==> src/rtl/alu_defs.sv <==
// Shared definitions for the ALU share arbiter: opcodes, FSM states,
// and an opcode legality helper used by the optional error flag.
package alu_defs;

  localparam logic [3:0] ALU_AND = 4'd0;
  localparam logic [3:0] ALU_OR  = 4'd1;
  localparam logic [3:0] ALU_ADD = 4'd2;
  localparam logic [3:0] ALU_SUB = 4'd6;
  localparam logic [3:0] ALU_SLT = 4'd7;
  localparam logic [3:0] ALU_NOR = 4'd12;

  typedef enum logic {
    ST_IDLE = 1'b0,
    ST_HOLD = 1'b1
  } state_t;

  // True when the code is one the ALU actually implements.
  function automatic logic op_legal(input logic [3:0] op);
    return (op == ALU_AND) || (op == ALU_OR)  || (op == ALU_ADD) ||
           (op == ALU_SUB) || (op == ALU_SLT) || (op == ALU_NOR);
  endfunction

endpackage

==> src/rtl/alu.sv <==
// Existing 32-bit combinational ALU. Unknown opcodes produce 0.
module alu
  import alu_defs::*;
(
  input  logic [3:0]  op,
  input  logic [31:0] a,
  input  logic [31:0] b,
  output logic [31:0] result,
  output logic        zero
);

  // Opcode decode; SLT is an unsigned compare.
  always_comb begin
    result = 32'd0;
    case (op)
      ALU_AND: result = a & b;
      ALU_OR:  result = a | b;
      ALU_ADD: result = a + b;
      ALU_SUB: result = a - b;
      ALU_SLT: result = {31'd0, (a < b)};
      ALU_NOR: result = ~(a | b);
      default: result = 32'd0;
    endcase
  end

  assign zero = (result == 32'd0);

endmodule

==> src/rtl/rr_arbiter.sv <==
// Round-robin arbiter: searches upward from last_grant+1 with wrap-around.
// winner is valid whenever any req bit is set, independent of enable, so
// the operand mux can settle before the grant is qualified.
module rr_arbiter #(
  parameter int NUM_REQ = 2,
  parameter int ID_W    = 1
) (
  input  logic [NUM_REQ-1:0] req,
  input  logic [ID_W-1:0]    last_grant,
  input  logic               enable,
  output logic [NUM_REQ-1:0] grant,
  output logic [ID_W-1:0]    winner
);

  localparam logic [NUM_REQ-1:0] ONE = NUM_REQ'(1);

  logic [NUM_REQ-1:0] mask;
  logic [NUM_REQ-1:0] hi_req;
  logic [NUM_REQ-1:0] pick;
  logic [NUM_REQ-1:0] onehot;
  logic [ID_W-1:0]    enc [NUM_REQ];
  logic [ID_W-1:0]    acc [NUM_REQ];

  // Requesters strictly above the last grant get first priority.
  generate
    for (genvar gi = 0; gi < NUM_REQ; gi++) begin : g_mask
      assign mask[gi] = (32'(last_grant) < 32'(gi));
    end
  endgenerate

  assign hi_req = req & mask;
  assign pick   = (|hi_req) ? hi_req : req;
  // Isolate the lowest set bit of the chosen half.
  assign onehot = pick & (~pick + ONE);
  assign grant  = enable ? onehot : '0;

  // One-hot to binary encode as an OR chain.
  generate
    for (genvar gi = 0; gi < NUM_REQ; gi++) begin : g_enc
      assign enc[gi] = onehot[gi] ? ID_W'(gi) : '0;
      if (gi == 0) begin : g_first
        assign acc[gi] = enc[gi];
      end else begin : g_rest
        assign acc[gi] = acc[gi-1] | enc[gi];
      end
    end
  endgenerate

  assign winner = acc[NUM_REQ-1];

endmodule

==> src/rtl/alu_share_arbiter.sv <==
// Shares one ALU among NUM_REQ requesters with round-robin arbitration and a
// single registered response slot. Optional macro ALU_ARB_ILLEGAL_OP_EN adds
// an rsp_err output flagging unimplemented opcodes.
module alu_share_arbiter
  import alu_defs::*;
#(
  parameter int NUM_REQ = 2,
  parameter int ID_W    = 1
) (
  input  logic                  clk,
  input  logic                  reset,
  input  logic [NUM_REQ-1:0]    req_valid,
  output logic [NUM_REQ-1:0]    req_ready,
  input  logic [4*NUM_REQ-1:0]  req_op,
  input  logic [32*NUM_REQ-1:0] req_a,
  input  logic [32*NUM_REQ-1:0] req_b,
  output logic                  rsp_valid,
  input  logic                  rsp_ready,
  output logic [ID_W-1:0]       rsp_id,
  output logic [31:0]           rsp_result,
  output logic                  rsp_zero
`ifdef ALU_ARB_ILLEGAL_OP_EN
  ,
  output logic                  rsp_err
`endif
);

  localparam int              SLOTS     = 1 << ID_W;
  localparam logic [ID_W-1:0] LAST_INIT = ID_W'(NUM_REQ - 1);

  state_t          state_reg, state_next;
  logic [ID_W-1:0] last_grant_reg;
  logic [ID_W-1:0] id_reg;
  logic [31:0]     result_reg;
  logic            zero_reg;

  logic               can_acc;
  logic               transfer;
  logic [NUM_REQ-1:0] grant;
  logic [ID_W-1:0]    winner;

  logic [3:0]  op_arr [SLOTS];
  logic [31:0] a_arr  [SLOTS];
  logic [31:0] b_arr  [SLOTS];
  logic [3:0]  sel_op;
  logic [31:0] sel_a, sel_b;
  logic [31:0] alu_result;
  logic        alu_zero;

  // Unpack the flat request buses; unused ID codes read as zero.
  generate
    for (genvar gi = 0; gi < SLOTS; gi++) begin : g_unpack
      if (gi < NUM_REQ) begin : g_real
        assign op_arr[gi] = req_op[4*gi +: 4];
        assign a_arr[gi]  = req_a[32*gi +: 32];
        assign b_arr[gi]  = req_b[32*gi +: 32];
      end else begin : g_pad
        assign op_arr[gi] = 4'd0;
        assign a_arr[gi]  = 32'd0;
        assign b_arr[gi]  = 32'd0;
      end
    end
  endgenerate

  // The slot can take a new result when empty or being drained this cycle.
  assign can_acc = (state_reg == ST_IDLE) || rsp_ready;

  rr_arbiter #(
    .NUM_REQ (NUM_REQ),
    .ID_W    (ID_W)
  ) u_arb (
    .req        (req_valid),
    .last_grant (last_grant_reg),
    .enable     (can_acc),
    .grant      (grant),
    .winner     (winner)
  );

  assign req_ready = grant;
  assign transfer  = |grant;

  assign sel_op = op_arr[winner];
  assign sel_a  = a_arr[winner];
  assign sel_b  = b_arr[winner];

  alu u_alu (
    .op     (sel_op),
    .a      (sel_a),
    .b      (sel_b),
    .result (alu_result),
    .zero   (alu_zero)
  );

  // State register.
  always_ff @(posedge clk or posedge reset) begin
    if (reset) begin
      state_reg <= ST_IDLE;
    end else begin
      state_reg <= state_next;
    end
  end

  // Next state: a grant always fills the slot; a drain without grant empties it.
  always_comb begin
    state_next = state_reg;
    case (state_reg)
      ST_IDLE: if (transfer) state_next = ST_HOLD;
      ST_HOLD: begin
        if (transfer)       state_next = ST_HOLD;
        else if (rsp_ready) state_next = ST_IDLE;
      end
      default: state_next = ST_IDLE;
    endcase
  end

  // Response slot and round-robin pointer load on every request transfer.
  always_ff @(posedge clk or posedge reset) begin
    if (reset) begin
      last_grant_reg <= LAST_INIT;
      id_reg         <= '0;
      result_reg     <= 32'd0;
      zero_reg       <= 1'b0;
    end else if (transfer) begin
      last_grant_reg <= winner;
      id_reg         <= winner;
      result_reg     <= alu_result;
      zero_reg       <= alu_zero;
    end
  end

`ifdef ALU_ARB_ILLEGAL_OP_EN
  logic err_reg;

  // Error flag travels with the result it describes.
  always_ff @(posedge clk or posedge reset) begin
    if (reset) begin
      err_reg <= 1'b0;
    end else if (transfer) begin
      err_reg <= ~op_legal(sel_op);
    end
  end

  assign rsp_err = err_reg;
`endif

  assign rsp_valid  = (state_reg == ST_HOLD);
  assign rsp_id     = id_reg;
  assign rsp_result = result_reg;
  assign rsp_zero   = zero_reg;

endmodule

==> config.mk <==
export PLATFORM = sky130hd
export DESIGN_NAME = alu_share_arbiter
export DESIGN_NICKNAME = d
export VERILOG_FILES = /design/src/rtl/alu_defs.sv /design/src/rtl/alu.sv /design/src/rtl/rr_arbiter.sv /design/src/rtl/alu_share_arbiter.sv
export SDC_FILE = /design/constraint.sdc
export NUM_CORES = 1
export LEC_CHECK = 0
export ABC_AREA = 1
export BUFFER_PORTS_ARGS = -buffer_cell sky130_fd_sc_hd__buf_4
export CORE_MARGIN = 2
export CORE_UTILIZATION = 35
export DETAILED_ROUTE_END_ITERATION = 16
export GPL_ROUTABILITY_DRIVEN = 0
export PLACE_DENSITY = 0.59
export SYNTH_ARGS = -nofsm -noshare
export SYNTH_HDL_FRONTEND = slang
export SYNTH_HIERARCHICAL = 1
export SYNTH_SLANG_ARGS = --single-unit
==> constraint.sdc <==
create_clock -name clk -period 4.28 [get_ports clk]
set_input_delay 0.856 -clock clk [delete_from_list [all_inputs] [get_ports clk]]
set_output_delay 0.856 -clock clk [all_outputs]
set_load 0.03 [all_outputs]
==> results.md <==
CTS:
- The number of H-tree branching levels is 2.
- The clock latency on the worst-skew pair is 280 ps.
- The buffer levels on the longest clock path is 2.
- The TritonCTS buffer count is 5.
- The cell at the root of the clock tree is sky130_fd_sc_hd__clkbuf_16.
- The number of hold buffers added after cts is 0.
- The CTS tree is built.
- The total clock sinks is 36.
- After clock tree synthesis, the setup repair step added 0 buffers.
- After clock tree synthesis, the clock-pin slew on the worst setup and hold paths is 50 ps.

Logic synthesis:
- The count of yosys warnings during synthesis is 6.
- For this run, the leading register cell type out of synthesis is sky130_fd_sc_hd__dfrtp_1.
- The post-synthesis average cell area is 5.18 sq um.
- After synthesis the netlist holds a flip-flop and latch count of 36.
- The netlist area before placement is 9460 sq um.
- The count of unique library cells instantiated by Yosys is 37.
- When the netlist entered floorplanning its net count stood at 2069.
- Counting flops with an async set or reset pin after synthesis yields a share of 100%.
- The part of the Yosys area used for sequential elements is 9.54%.
- The number of synthesized flops with an enable pin is 0.
- The count of mapped cells out of synthesis is 1825.

Placed design:
- Input and output buffers added on the ports amount to 177.
- Once detailed placement completed, the half-perimeter wirelength came to 27600 um.

Run status:
- The run finished with clean final reports.

Route:
- The remaining routing DRC violations is 0.
- In the detailed route, the total length drawn on met2 is 13500 um.
- Wire segments on met3 add up to 2190 um in the final route.
- In this run the top signal layer used is met4.
- Across all layers, the routed design uses 11336 vias.
- The first TritonRoute pass finished after 6 iterations.
- Dividing the detail-routed wire length by the instance count gives 13.5 um.
- In this run the remaining antenna-violating nets after routing total 0.
- The routed length on met1 is 16000 um.
- The starting DRC count in detailed routing is 983.
- The routed wire length is 32400 um.
- The number of vias per cell after detailed routing is 4.74.

Global route:
- The number of global-route vias before repair is 10367.
- The total congestion overflow is 0.
- The first-pass GRT wire length is 52100 um.
- The number of antenna violations at the first check in global routing is 0.
- Global routing used 22.6% of the available tracks across all layers.
- The maximum number of pins on one net before global-route repair is 55.

Setup path:
- The largest single stage delay on the critical path is 460 ps.
- The startpoint kind of the worst setup timing path is an input port.
- STA classifies the critical path endpoint as a flop.
- In this run the critical register-to-register path is captured at rsp_zero.
- In this run the register-to-register setup slack is 470 ps.
- At the worst endpoint, the arrival time is 4250 ps.
- Tracing the worst setup path back leads to its startpoint at req_valid[0].
- The slowest stage of the critical path is the sky130_fd_sc_hd__ha_1 cell.
- Counting stages on the worst path, the most repeated cell is sky130_fd_sc_hd__nand2_1.
- The data required time of the worst path is 4500 ps.
- Of all nets on the critical path, the largest fanout is 31.
- The launch instance of the worst register-to-register path is last_grant_reg.
- The logic depth of the worst register-to-register path is 23.
- The capturing instance or port of the critical path is rsp_zero.
- The worst setup path is of the in -> reg kind.

Timing:
- Across the routed clock network, the largest skew measured is 2.56 ps.
- The time the final worst path needs with I/O delays and setup is 4030 ps.
- The final count of hold timing violations is 0.
- For the pin with the worst max-slew slack, the measured transition is 896 ps.
- For the final routed database, the setup TNS stands at 0 ps.
- The part of the cycle the worst path needs is 94.2%.
- The worst max-slew margin expressed relative to the limit is 40.2%.
- Setup violations remaining at the end of the flow were counted as 0.
- The number of max-slew violations in the final report came to 0.
- Hold is met by 481 ps.
- Setup repair after global routing left no endpoint under its margin.
- The fmax is 248 MHz.

Final layout:
- The fraction of layout cells with a size suffix above 1 is 16.4%.
- The repair_antennas step left the layout with diodes totalling 0.
- The final-stage net count is 2296.
- The most common cell after layout, fill and taps aside is sky130_fd_sc_hd__nand2_1.
- Leaving out fill and tap cells, the most frequent cells in the layout are sky130_fd_sc_hd__nand2_1, sky130_fd_sc_hd__inv_1, sky130_fd_sc_hd__buf_4.
- Compared with the post-synthesis result, the final layout area differs by 24.8%.
- The register with the most flip-flops in the layout has 32 of them.

Die:
- The die boundary height is 168 um.
- For this design the top-level I/O count stands at 178.
- The total die area is 28400 sq um.
- In this run the core area contains 60 standard-cell rows.
- In this run the standard cell core region covers 26700 sq um.
- In this run the horizontal extent of the chip is 168 um.
- The initial core utilization is 35.4%.

Run:
- Max-cap violations in this run came to 0.

Min path:
- The class of the tightest hold or removal check is reg -> reg.
- The cell depth of the worst hold path is 2.
- The worst hold path begins at rsp_result[29].

Power:
- The worst IR drop on VDD is 166 uV.
- The power per cell area is 346 nW/um^2.
- The leakage dissipation is 7.51 nW.
[where the power goes]
part,total (W),internal [W],switching (W)
clock network,0.000358,0.000232,0.000127
logic,0.00321,0.00114,0.00207
registers,0.000512,0.000447,0.0000653
total,0.00408,0.00182,0.00226
[repair_timing]
item | 4_1_cts | 5_1_grt
endpoints found under the setup margin | 0 | 1
hold endpoints to repair | 0 | 0
gates resized for setup | 0 | 15
[per-layer routing]
| layer | vias to the layer above | GRT usage [%] |
|---|---|---|
| met5 | - | 0 |
| met2 | 395 | 35.3 |
| met1 | 4969 | 33.6 |
| met4 | 0 | 5.77 |
| li1 | 5932 | - |
| met3 | 40 | 1.39 |
[synth_stat cells, types with 5 or more instances]
cell | instances | area [sq um]
sky130_fd_sc_hd__a21oi_1 | 49 | 245
sky130_fd_sc_hd__a221oi_1 | 23 | 201
sky130_fd_sc_hd__buf_2 | 19 | 95.1
sky130_fd_sc_hd__buf_4 | 11 | 82.6
sky130_fd_sc_hd__buf_6 | 15 | 169
sky130_fd_sc_hd__clkbuf_1 | 5 | 18.8
sky130_fd_sc_hd__clkbuf_2 | 12 | 60.1
sky130_fd_sc_hd__dfrtp_1 | 35 | 876
sky130_fd_sc_hd__ha_1 | 101 | 1260
sky130_fd_sc_hd__inv_1 | 414 | 1550
sky130_fd_sc_hd__nand2_1 | 626 | 2350
sky130_fd_sc_hd__nand2_2 | 6 | 37.5
sky130_fd_sc_hd__nand3_1 | 109 | 546
sky130_fd_sc_hd__nand3_2 | 5 | 50.1
sky130_fd_sc_hd__nand4_1 | 14 | 87.6
sky130_fd_sc_hd__nor2_1 | 198 | 743
sky130_fd_sc_hd__nor2_2 | 9 | 56.3
sky130_fd_sc_hd__nor3_1 | 6 | 30.0
sky130_fd_sc_hd__o21ai_0 | 113 | 566
sky130_fd_sc_hd__o21ai_1 | 16 | 80.1
sky130_fd_sc_hd__o21bai_1 | 8 | 60.1
[cell families after synthesis]
logic type | Yosys count | synth area share [%]
AO/OA/AOI/OAI | 216 | 12.8
adder cells (fa/ha/maj) | 103 | 13.8
buffers and inverters | 482 | 21.3
flip-flops | 36 | 9.54
AND/OR/NAND/NOR | 988 | 42.6
[per-stage QoR]
| stage | std cells | total power, W | utilization, % | setup slack, ps | cell area (sq um) |
|---|---|---|---|---|---|
| 2_1_floorplan | 1825 | 0.00258 | - | 685 | 9460 |
| 3_3_place_gp | 2386 | 0.00363 | 43.5 | 80.7 | 11600 |
| 3_5_place_dp | 2386 | 0.00366 | 43.5 | 12.1 | 11600 |
| 4_1_cts | 2394 | 0.00403 | 44.1 | 289 | 11800 |
| 5_1_grt | 2394 | 0.00448 | 44.2 | 1.27 | 11800 |
| 6_report | 2394 | 0.00408 | 44.2 | 246 | 11800 |
[area by class of cell]
class / instances / area (sq um)
tap: 341 / 427
timing repair buffer: 284 / 2180
inverter: 418 / 1570
clock buffer: 8 / 146
multi-input combinational: 1307 / 6570
fill: 3026 / 14900
sequential: 36 / 902
[worst min path at each step]
| stage | slack (ps) | end |
|---|---|---|
| after floorplan | 460 | last_grant_reg |
| after global placement | 470 | rsp_result[26] |
| after detailed placement | 470 | rsp_result[5] |
| after CTS | 480 | rsp_result[5] |
| after global routing | 500 | rsp_result[23] |
| final | 480 | rsp_result[29] |
[critical path: cells and delay by family]
kind | cells | cell delay (ps)
adders and majority gates | 1 | 460
and+or+nand+nor | 16 | 1860
buffers and inverters | 5 | 730
AOI/OAI and AO/OA | 3 | 330
No activity file was read; power rests on OpenSTA's default activity.
